<file path="config.mk">
export PLATFORM = sky130hd
export DESIGN_NAME = hazard_ctrl_flat
export DESIGN_NICKNAME = d
export VERILOG_FILES = /design/src/rtl/hazard_ctrl_pkg.sv /design/src/rtl/hazard_ctrl_if.sv /design/src/rtl/hazard_scoreboard.sv /design/src/rtl/hazard_ctrl.sv /design/src/flat_wrapper.sv
export SDC_FILE = /design/constraint.sdc
export NUM_CORES = 1
export LEC_CHECK = 0
export BUFFER_PORTS_ARGS = -buffer_cell sky130_fd_sc_hd__buf_4
export CAP_MARGIN = 15
export CORE_MARGIN = 8
export CORE_UTILIZATION = 35
export DETAILED_ROUTE_END_ITERATION = 8
export RECOVER_POWER = 25
export SYNTH_ARGS = -nofsm -noshare
export SYNTH_HDL_FRONTEND = slang
export SYNTH_SLANG_ARGS = --single-unit
</file>
<file path="constraint.sdc">
create_clock -name clk -period 6.1 [get_ports clk]
set_input_delay 0.915 -clock clk [delete_from_list [all_inputs] [get_ports clk]]
set_output_delay 0.915 -clock clk [all_outputs]
set_load 0.01 [all_outputs]
</file>
<file path="src/rtl/hazard_ctrl_pkg.sv">
// hazard_ctrl_pkg: shared constants, scoreboard slot type and scoreboard actions for hazard_ctrl
package hazard_ctrl_pkg;
    localparam int REG_W = 5;
    localparam int DEF_PIPE_DEPTH = 3;
    typedef logic [REG_W-1:0] reg_addr_t;
    typedef struct packed {
        logic      valid;
        reg_addr_t rd;
    } sb_slot_t;
    typedef enum logic [1:0] {
        ACT_ISSUE,
        ACT_HOLD,
        ACT_BUBBLE
    } sb_act_t;
    function automatic logic rd_live(input logic v, input logic w, input reg_addr_t rd);
        return v && w && rd != '0;
    endfunction
endpackage

</file>
<file path="src/rtl/hazard_ctrl_if.sv">
// hazard_ctrl_if: decode-stage operands, pipeline events and the resulting pipeline controls
interface hazard_ctrl_if import hazard_ctrl_pkg::*; #(parameter int CNT_W = 32);
    logic             id_valid;
    reg_addr_t        id_rs1_addr;
    reg_addr_t        id_rs2_addr;
    logic             id_rs1_used;
    logic             id_rs2_used;
    reg_addr_t        id_rd_addr;
    logic             id_rf_w_en;
    logic             ex_redirect;
    logic             mem_busy;
    logic             stall_if;
    logic             stall_id;
    logic             bubble_ex;
    logic             flush_id;
    logic             hazard;
    logic [CNT_W-1:0] stall_cnt;
    modport master (
        output id_valid, id_rs1_addr, id_rs2_addr, id_rs1_used, id_rs2_used,
               id_rd_addr, id_rf_w_en, ex_redirect, mem_busy,
        input  stall_if, stall_id, bubble_ex, flush_id, hazard, stall_cnt
    );
    modport slave (
        input  id_valid, id_rs1_addr, id_rs2_addr, id_rs1_used, id_rs2_used,
               id_rd_addr, id_rf_w_en, ex_redirect, mem_busy,
        output stall_if, stall_id, bubble_ex, flush_id, hazard, stall_cnt
    );
endinterface

</file>
<file path="src/rtl/hazard_scoreboard.sv">
// hazard_scoreboard: in-flight destination tracker (slot 0 = EX, last = WB) with per-slot read-port matches
module hazard_scoreboard import hazard_ctrl_pkg::*; #(
    parameter int DEPTH = DEF_PIPE_DEPTH
) (
    input  logic             clk,
    input  logic             reset,
    input  sb_act_t          act,
    input  sb_slot_t         ins,
    input  reg_addr_t        rs1,
    input  reg_addr_t        rs2,
    output logic [DEPTH-1:0] match1,
    output logic [DEPTH-1:0] match2
);
    sb_slot_t slots [DEPTH];

    always_ff @(posedge clk) begin
        if (reset) begin
            for (int i = 0; i < DEPTH; i++) slots[i] <= '0;
        end else if (act != ACT_HOLD) begin
            slots[0] <= act == ACT_ISSUE ? ins : '0;
            for (int i = 1; i < DEPTH; i++) slots[i] <= slots[i-1];
        end
    end

    for (genvar g = 0; g < DEPTH; g++) begin : g_match
        assign match1[g] = slots[g].valid && slots[g].rd == rs1;
        assign match2[g] = slots[g].valid && slots[g].rd == rs2;
    end
endmodule

</file>
<file path="src/rtl/hazard_ctrl.sv">
// hazard_ctrl: RAW interlock at decode with redirect and memory back-pressure priority,
// plus a saturating count of stalled cycles
module hazard_ctrl import hazard_ctrl_pkg::*; #(
    parameter int PIPE_DEPTH = DEF_PIPE_DEPTH,
    parameter int CNT_W      = 32
) (
    input logic         clk,
    input logic         reset,
    hazard_ctrl_if.slave bus
);
    logic [PIPE_DEPTH-1:0] m1, m2;
    logic                  raw, stall;
    sb_act_t               act;
    sb_slot_t              ins;
    logic [CNT_W-1:0]      cnt;

    hazard_scoreboard #(.DEPTH(PIPE_DEPTH)) u_sb (
        .clk    (clk),
        .reset  (reset),
        .act    (act),
        .ins    (ins),
        .rs1    (bus.id_rs1_addr),
        .rs2    (bus.id_rs2_addr),
        .match1 (m1),
        .match2 (m2)
    );

    always_comb begin
        ins   = {rd_live(bus.id_valid, bus.id_rf_w_en, bus.id_rd_addr), bus.id_rd_addr};
        raw   = bus.id_valid && ((bus.id_rs1_used && bus.id_rs1_addr != '0 && |m1) ||
                                 (bus.id_rs2_used && bus.id_rs2_addr != '0 && |m2));
        act   = bus.mem_busy ? ACT_HOLD : (bus.ex_redirect || raw) ? ACT_BUBBLE : ACT_ISSUE;
        stall = !reset && (bus.mem_busy || (!bus.ex_redirect && raw));
    end

    // a redirect overrides a pending hazard; memory back-pressure overrides both
    assign bus.hazard    = !reset && raw;
    assign bus.stall_if  = stall;
    assign bus.stall_id  = stall;
    assign bus.bubble_ex = !reset && !bus.mem_busy && (bus.ex_redirect || raw);
    assign bus.flush_id  = !reset && !bus.mem_busy && bus.ex_redirect;
    assign bus.stall_cnt = cnt;

    always_ff @(posedge clk) begin
        if (reset) cnt <= '0;
        else if (stall && !(&cnt)) cnt <= cnt + CNT_W'(1);
    end
endmodule

</file>
<file path="src/flat_wrapper.sv">
// flat-port wrapper written by rule: the top's interface ports become plain ports
module hazard_ctrl_flat import hazard_ctrl_pkg::*;
#(
    parameter int PIPE_DEPTH = DEF_PIPE_DEPTH,
    parameter int CNT_W      = 32
)
  (clk, reset, bus_id_valid, bus_id_rs1_addr, bus_id_rs2_addr, bus_id_rs1_used, bus_id_rs2_used, bus_id_rd_addr, bus_id_rf_w_en, bus_ex_redirect, bus_mem_busy, bus_stall_if, bus_stall_id, bus_bubble_ex, bus_flush_id, bus_hazard, bus_stall_cnt);
  hazard_ctrl_if #(.CNT_W(CNT_W)) bus_i ();
  input logic clk;
  input logic reset;
  input wire logic [$bits(bus_i.id_valid)-1:0] bus_id_valid;
  input wire logic [$bits(bus_i.id_rs1_addr)-1:0] bus_id_rs1_addr;
  input wire logic [$bits(bus_i.id_rs2_addr)-1:0] bus_id_rs2_addr;
  input wire logic [$bits(bus_i.id_rs1_used)-1:0] bus_id_rs1_used;
  input wire logic [$bits(bus_i.id_rs2_used)-1:0] bus_id_rs2_used;
  input wire logic [$bits(bus_i.id_rd_addr)-1:0] bus_id_rd_addr;
  input wire logic [$bits(bus_i.id_rf_w_en)-1:0] bus_id_rf_w_en;
  input wire logic [$bits(bus_i.ex_redirect)-1:0] bus_ex_redirect;
  input wire logic [$bits(bus_i.mem_busy)-1:0] bus_mem_busy;
  output wire logic [$bits(bus_i.stall_if)-1:0] bus_stall_if;
  output wire logic [$bits(bus_i.stall_id)-1:0] bus_stall_id;
  output wire logic [$bits(bus_i.bubble_ex)-1:0] bus_bubble_ex;
  output wire logic [$bits(bus_i.flush_id)-1:0] bus_flush_id;
  output wire logic [$bits(bus_i.hazard)-1:0] bus_hazard;
  output wire logic [$bits(bus_i.stall_cnt)-1:0] bus_stall_cnt;
  assign bus_i.id_valid = bus_id_valid;
  assign bus_i.id_rs1_addr = bus_id_rs1_addr;
  assign bus_i.id_rs2_addr = bus_id_rs2_addr;
  assign bus_i.id_rs1_used = bus_id_rs1_used;
  assign bus_i.id_rs2_used = bus_id_rs2_used;
  assign bus_i.id_rd_addr = bus_id_rd_addr;
  assign bus_i.id_rf_w_en = bus_id_rf_w_en;
  assign bus_i.ex_redirect = bus_ex_redirect;
  assign bus_i.mem_busy = bus_mem_busy;
  assign bus_stall_if = bus_i.stall_if;
  assign bus_stall_id = bus_i.stall_id;
  assign bus_bubble_ex = bus_i.bubble_ex;
  assign bus_flush_id = bus_i.flush_id;
  assign bus_hazard = bus_i.hazard;
  assign bus_stall_cnt = bus_i.stall_cnt;
  hazard_ctrl #(.PIPE_DEPTH(PIPE_DEPTH), .CNT_W(CNT_W)) u_core (.clk(clk), .reset(reset), .bus(bus_i));
endmodule
</file>
==> results of run 1 <==
==> state kept, by name (all words and copies together) (netlist names) <==
| signal | cells |
|---|---|
| u_core.u_sb.slots | 18 |
| u_core.bus.stall_cnt | 32 |
==> layout by cell type, fill, tap and decap left out, types with 4 or more instances in the layout <==
cell type  netlist  routed
buf_4            1      33
dfxtp_1         32      32
clkbuf_1         8      27
xor2_1          25      25
a21oi_1         25      25
nand3_1         22      22
or3_1           20      20
edfxtp_1        18      18
nand2_1         13      13
and2_1          13      13
nor2_1          12      12
o21ai_0         12      12
o21ai_1         10      10
or4_1            9       9
and3_1           8       8
nor4_1           6       6
xnor2_1          6       6
inv_1            6       6
nor3_1           6       6
and4_1           6       6
o31ai_1          6       6
clkbuf_8         0       6
nand4_1          4       4
nor2b_1          4       4
==> routing by layer <==
metal | track usage (%) | up-vias
li1 | - | 1212
met1 | 15.6 | 1165
met2 | 20.4 | 51
met3 | 3.81 | 4
met4 | 3.36 | 0
met5 | 0 | -
==> worst max-delay path: cells and delay by family <==
family,cells,cell delay [ps]
AOI/OAI and AO/OA,3,540
buffers and inverters,2,300
and+or+nand+nor,3,890
==> logic make-up after synthesis <==
logic type,share of synthesized area [%]
AND/OR/NAND/NOR,28.6
AO/OA/AOI/OAI,12.8
flip-flops,42.9
XOR/XNOR,9.85
buffers and inverters,3.50
multiplexers,2.00
adder cells (fa/ha/maj),0.454
==> worst max-delay path by stage <==
stage	from	end	slack, ps	depth (start not counted)
3_3_place_gp	bus_id_rs2_addr[0]	bus_stall_if	2540	8
6_report	bus_id_rs2_addr[0]	bus_stall_if	2520	8
4_1_cts	bus_id_rs2_addr[0]	bus_stall_if	2510	8
5_1_grt	bus_id_rs2_addr[2]	bus_bubble_ex	2420	9
3_5_place_dp	bus_id_rs2_addr[0]	bus_stall_if	2510	8
2_1_floorplan	bus_id_rs2_addr[0]	bus_stall_if	2820	7
==> layout make-up <==
| cell class | count | area share (%) |
|---|---|---|
| Sequential cell | 50 | 36.2 |
| Inverter | 6 | 0.690 |
| Multi-Input combinational cell | 232 | 45.2 |
| Clock buffer | 8 | 3.41 |
| Timing Repair Buffer | 59 | 10.6 |
| Tap cell | 102 | 3.91 |
==> power by group through the flow <==
stage               sequential, mW  clock, mW  combinational, mW
global route                 0.365      0.253             0.0712
detailed placement           0.371          0             0.0658
global placement             0.371          0             0.0649
CTS                          0.364      0.238             0.0661
finish                       0.364      0.229             0.0642
floorplan                    0.369          0             0.0392
==> per-stage QoR <==
step	power [mW]	area (um^2)
final	0.656	3270
after global routing	0.689	3270
after CTS	0.667	3360
after detailed placement	0.437	3250
after global placement	0.436	3250
after floorplan	0.408	2760
==> results_dict.tcl, run 1 <==
set metrics [dict create \
    worstSkewPairLatency_ps 310 \
    drc 0 \
    numCtsBuffers 5 \
    max_freq_mhz 280 \
    hold_start "u_core.bus.stall_cnt[6]$_SDFFE_PP0P_" \
    async_flop_share_pct 0 \
    dr.pass1.iters 4 \
    synth_seq_cells 50 \
    min_to "u_core.bus.stall_cnt[6]$_SDFFE_PP0P_" \
    vdd_drop_max_v 0.0000782 \
    fin_tns_setup_ps 0 \
    drv_slew 0 \
    avgSynthCellArea_um2 9.15 \
    hold_slack_ps 505 \
    cp_data_arrival_time_ps 2660 \
    period_needed_ps 3580 \
    powerDensity_nw_per_um2 201 \
    placed_cells 449 \
    cp_cell_sequence "buf_4 > or4_1 > o21ai_1 > a31oi_1 > o211a_1 > nor2_2 > nor2_1 > buf_4" \
    p_leak_nw 1.17 \
    gp_congestion 0.850 \
    wl_met3_um 350 \
    cts_root_buffer "clkbuf_8" \
    netlist_area_um2 2760 \
    clock-sinks 50 \
    yosys_warnings 0 \
    clk_pin_slew_ps 90 \
    start_util_pct 35.8 \
    worstRegToRegCells 8 \
    final_net_count 378 \
    dr_wl_met2_um 3290 \
    drive_gt1_share_pct 14.1 \
    portBuffers 59 \
    ys.flop_type "dfxtp_1" \
    postCtsHoldBufs 0 \
    synth.area.top_cells "dfxtp_1 (23%), edfxtp_1 (20%), xor2_1 (7.9%)" \
    drv_cap 0 \
    synth_edf_count 18 \
    rsz0062_at_grt "no" \
    clk_path_buf_depth 2 \
    switchingPower_uw 157 \
    die_h_um 105 \
    timing.rr.end "u_core.bus.stall_cnt[21]$_SDFFE_PP0P_" \
    post-place-ws_ps 2510 \
    drtAntennaViolNets 0 \
    maxSlewHeadroom_pct 34.5 \
    grt_max_degree 47 \
    yosysTopAreaCell "dfxtp_1" \
    diodes 0 \
    power.internal_uw 500 \
    yosysSeqAreaShare_pct 42.9 \
    finalCritPeriodShare_pct 58.6 \
    postCtsResizedCells 0 \
    setup_ws_ps 2520 \
    crit_path_frequent_cell "buf_4" \
    via_per_inst 5.32 \
    antenna_found_initial 0 \
    post-dp-hpwl_um 5070 \
    cts_setup_buffers 0 \
    max_stage_delay_ps 510 \
    end_kind "output pin" \
    routedWlPerCell_um 15.2 \
    dieArea_um2 11000 \
    boundaryPins 60 \
    post-route-util_pct 42.5 \
    syn-num-nets 325 \
    fp.coreArea_um2 7690 \
    grt_usage_pct 12.5 \
    hold_viol_final 0 \
    setup.worst_path.start_class "primary input" \
    register_area_um2 1180 \
    status "complete, no violations" \
    setup_viol 0 \
    power_frac_clock_pct 34.8 \
    worst_slew_pin_slew_ps 979 \
    hold_path.class "reg -> reg" \
    rows 32 \
    num_vias 2432 \
    reg2reg_from "u_core.u_sb.slots[0][8]$_SDFFCE_PN0P_" \
    grt_overflow 0 \
    crit_required_ps 5180 \
    seq_power_share_pct 55.4 \
    wl_um 6950 \
    synth_top_area_share_pct 23.3 \
    top_layer "met4" \
    p_comb_share_pct 9.8 \
    synth_most_common_cell "dfxtp_1" \
    synthCells 301 \
    multiInputGateArea_um2 1480 \
    cts_max_level 2 \
    swShare_pct 23.9 \
    wirelength_met1_um 3240 \
    path_max_fanout 9 \
    synthTopCellsByCount "dfxtp_1 (32), a21oi_1 (25), xor2_1 (25)" \
    fillCellCount 816 \
    r2r_slack_ps 3390 \
    syn_to_final_growth_pct 18.5 \
    grt_pass1_wl_um 11500 \
    synth_cell_types 44 \
    critPathSlowestCell "or4_1" \
    criticalPathCategory "in -> out" \
    fp.dieW_um 105 \
    first_global_vias 2372 \
    fin_skew_ps 18.4 \
    drt-initial-drc-count 95 \
    finalNonFillerCells 457 \
    cts_tree "yes" \
    hold_path_depth 2 \
]
Power figures use the tool's default switching activity.
==> inputs of run 2 (changes only) <==
Clock period 6.1 ns to 3.3 ns, I/O delays scaled along.
==> run 2 against run 1 <==
Net effect:
- sequential cell count is the same
- largest cell class unchanged
- clock power up 94%
- total power rose by 89%
- worst hold slack lost 2.0 ps
- register-to-register slack got worse by 2700 ps
- clock skew is 3.6 ps lower
- design area is 1.2% higher
- critical path depth did not move
- global-route usage rose by 0.39 points
- non-clock buffer count up 5
- first-iteration DRC count increased by 12%
- die area unchanged
==> results_dict.tcl, run 2 (synthesized netlist as in run 1, its figures left out) <==
set metrics [dict create \
    status "complete, no violations" \
    drc 0 \
    drv_slew 0 \
    worst_slew_pin_slew_ps 901 \
    cp_data_arrival_time_ps 2400 \
    cp_cell_sequence "xor2_1 > nor4_1 > nand3_1 > a31oi_1 > o21ai_0 > and2_0 > nor3_1 > buf_4" \
    postCtsHoldBufs 0 \
    numCtsBuffers 5 \
    via_per_inst 5.29 \
    rsz0062_at_grt "no" \
    post-place-ws_ps 541 \
    setup_viol 0 \
    boundaryPins 60 \
    layout_common_cells "buf_4 (38), dfxtp_1 (32), clkbuf_1 (26), xor2_1 (25), a21oi_1 (25)" \
    start_util_pct 35.8 \
    period_needed_ps 2900 \
    drt-initial-drc-count 106 \
    largest_reg_flops 32 \
    fp.dieW_um 105 \
    fin_skew_ps 14.8 \
    worstSkewPairLatency_ps 310 \
    post-dp-hpwl_um 5220 \
    path_max_fanout 7 \
    syn_to_final_growth_pct 19.9 \
    cts_tree "yes" \
    dr.pass1.iters 5 \
    wl_um 7030 \
    dieArea_um2 11000 \
    cts_setup_buffers 0 \
    fp.coreArea_um2 7690 \
    hold_path.class "in -> reg" \
    hold_viol_final 0 \
    max_freq_mhz 345 \
    die_h_um 105 \
    critPathSlowestCell "edfxtp_1" \
    num_vias 2443 \
    layout_commonest_cell "buf_4" \
    cts_max_level 2 \
    max_stage_delay_ps 470 \
    vdd_drop_max_v 0.000274 \
    final_net_count 383 \
    routedWlPerCell_um 15.2 \
    end_kind "output pin" \
    setup_ws_ps 401 \
    portBuffers 59 \
    p_leak_nw 1.19 \
    clk_path_buf_depth 2 \
    powerDensity_nw_per_um2 375 \
    antenna_found_initial 0 \
    fillCellCount 806 \
    cts_root_buffer "clkbuf_8" \
    drive_gt1_share_pct 15.6 \
    criticalPathCategory "reg -> out" \
    grt_overflow 0 \
    clock-sinks 50 \
    finalCritPeriodShare_pct 87.8 \
    fin_tns_setup_ps 0 \
    crit_required_ps 2800 \
    maxSlewHeadroom_pct 39.7 \
    rows 32 \
    diodes 0 \
    first_global_vias 2469 \
    finalPower_mw 1.24 \
    grt_pass1_wl_um 12000 \
    grt_max_degree 43 \
    clk_pin_slew_ps 90 \
    grt_usage_pct 12.9 \
    drv_cap 0 \
    gp_congestion 0.879 \
    setup.worst_path.start_class "flop" \
    drtAntennaViolNets 0 \
    postCtsResizedCells 0 \
]
==> run 2: cell count changes in the layout (fill, tap and decap cells not counted), sizes merged <==
cell and delta:
inv +1, bufinv +1, buf +5, clkinv +1, clkbuf -3
==> run 2: final timing paths <==
check | start | to | slack [ps] | cells past startpoint
max | u_core.u_sb.slots[0][4]$_SDFFCE_PN0P_ | bus_bubble_ex | 400 | 8
min | bus_id_rd_addr[1] | u_core.u_sb.slots[0][1]$_SDFFCE_PN0P_ | 500 | 2
max reg2reg | u_core.u_sb.slots[0][4]$_SDFFCE_PN0P_ | u_core.bus.stall_cnt[31]$_SDFFE_PP0P_ | 670 | 9
min reg2reg | u_core.bus.stall_cnt[6]$_SDFFE_PP0P_ | u_core.bus.stall_cnt[6]$_SDFFE_PP0P_ | 510 | 2
==> run 2: area by class of cell <==
type | instances | area (um^2) | share of cell area, %
clock buffer | 5 | 68.8 | 2.08
clock inverter | 3 | 43.8 | 1.33
inverter | 6 | 22.5 | 0.682
multi-input combinational | 232 | 1480 | 44.7
sequential | 50 | 1180 | 35.7
tap | 102 | 128 | 3.86
timing repair buffer | 64 | 383 | 11.6
==> run 2: critical path, delay by kind of cell (launching register included) <==
family,cells,cell delay (ps)
AND/OR/NAND/NOR,4,850
XOR/XNOR,1,200
AO/OA/AOI/OAI,2,450
buffers and inverters,1,150
flip-flops,1,470
==> run 2: metrics by stage <==
stage,utilization [%],hold WS (ps),std cells,cell area (um^2)
finish,43.0,503,462,3300
floorplan,-,508,301,2760
global route,43.0,500,462,3300
CTS,44.3,497,462,3400
detailed placement,42.8,496,454,3290
global placement,42.8,486,454,3290
==> run 2: routing by layer <==
metal	vias up	global-route usage (%)	wire [um]
met5	-	0	0
met4	0	3.06	63
met3	7	3.19	318
met2	43	21.9	3380
met1	1175	15.9	3280
li1	1218	-	-
==> run 2: report_power, final <==
group	internal, mW	switching [mW]	total, mW
logic	0.0557	0.0678	0.123
registers	0.655	0.0173	0.672
clock network	0.228	0.217	0.445
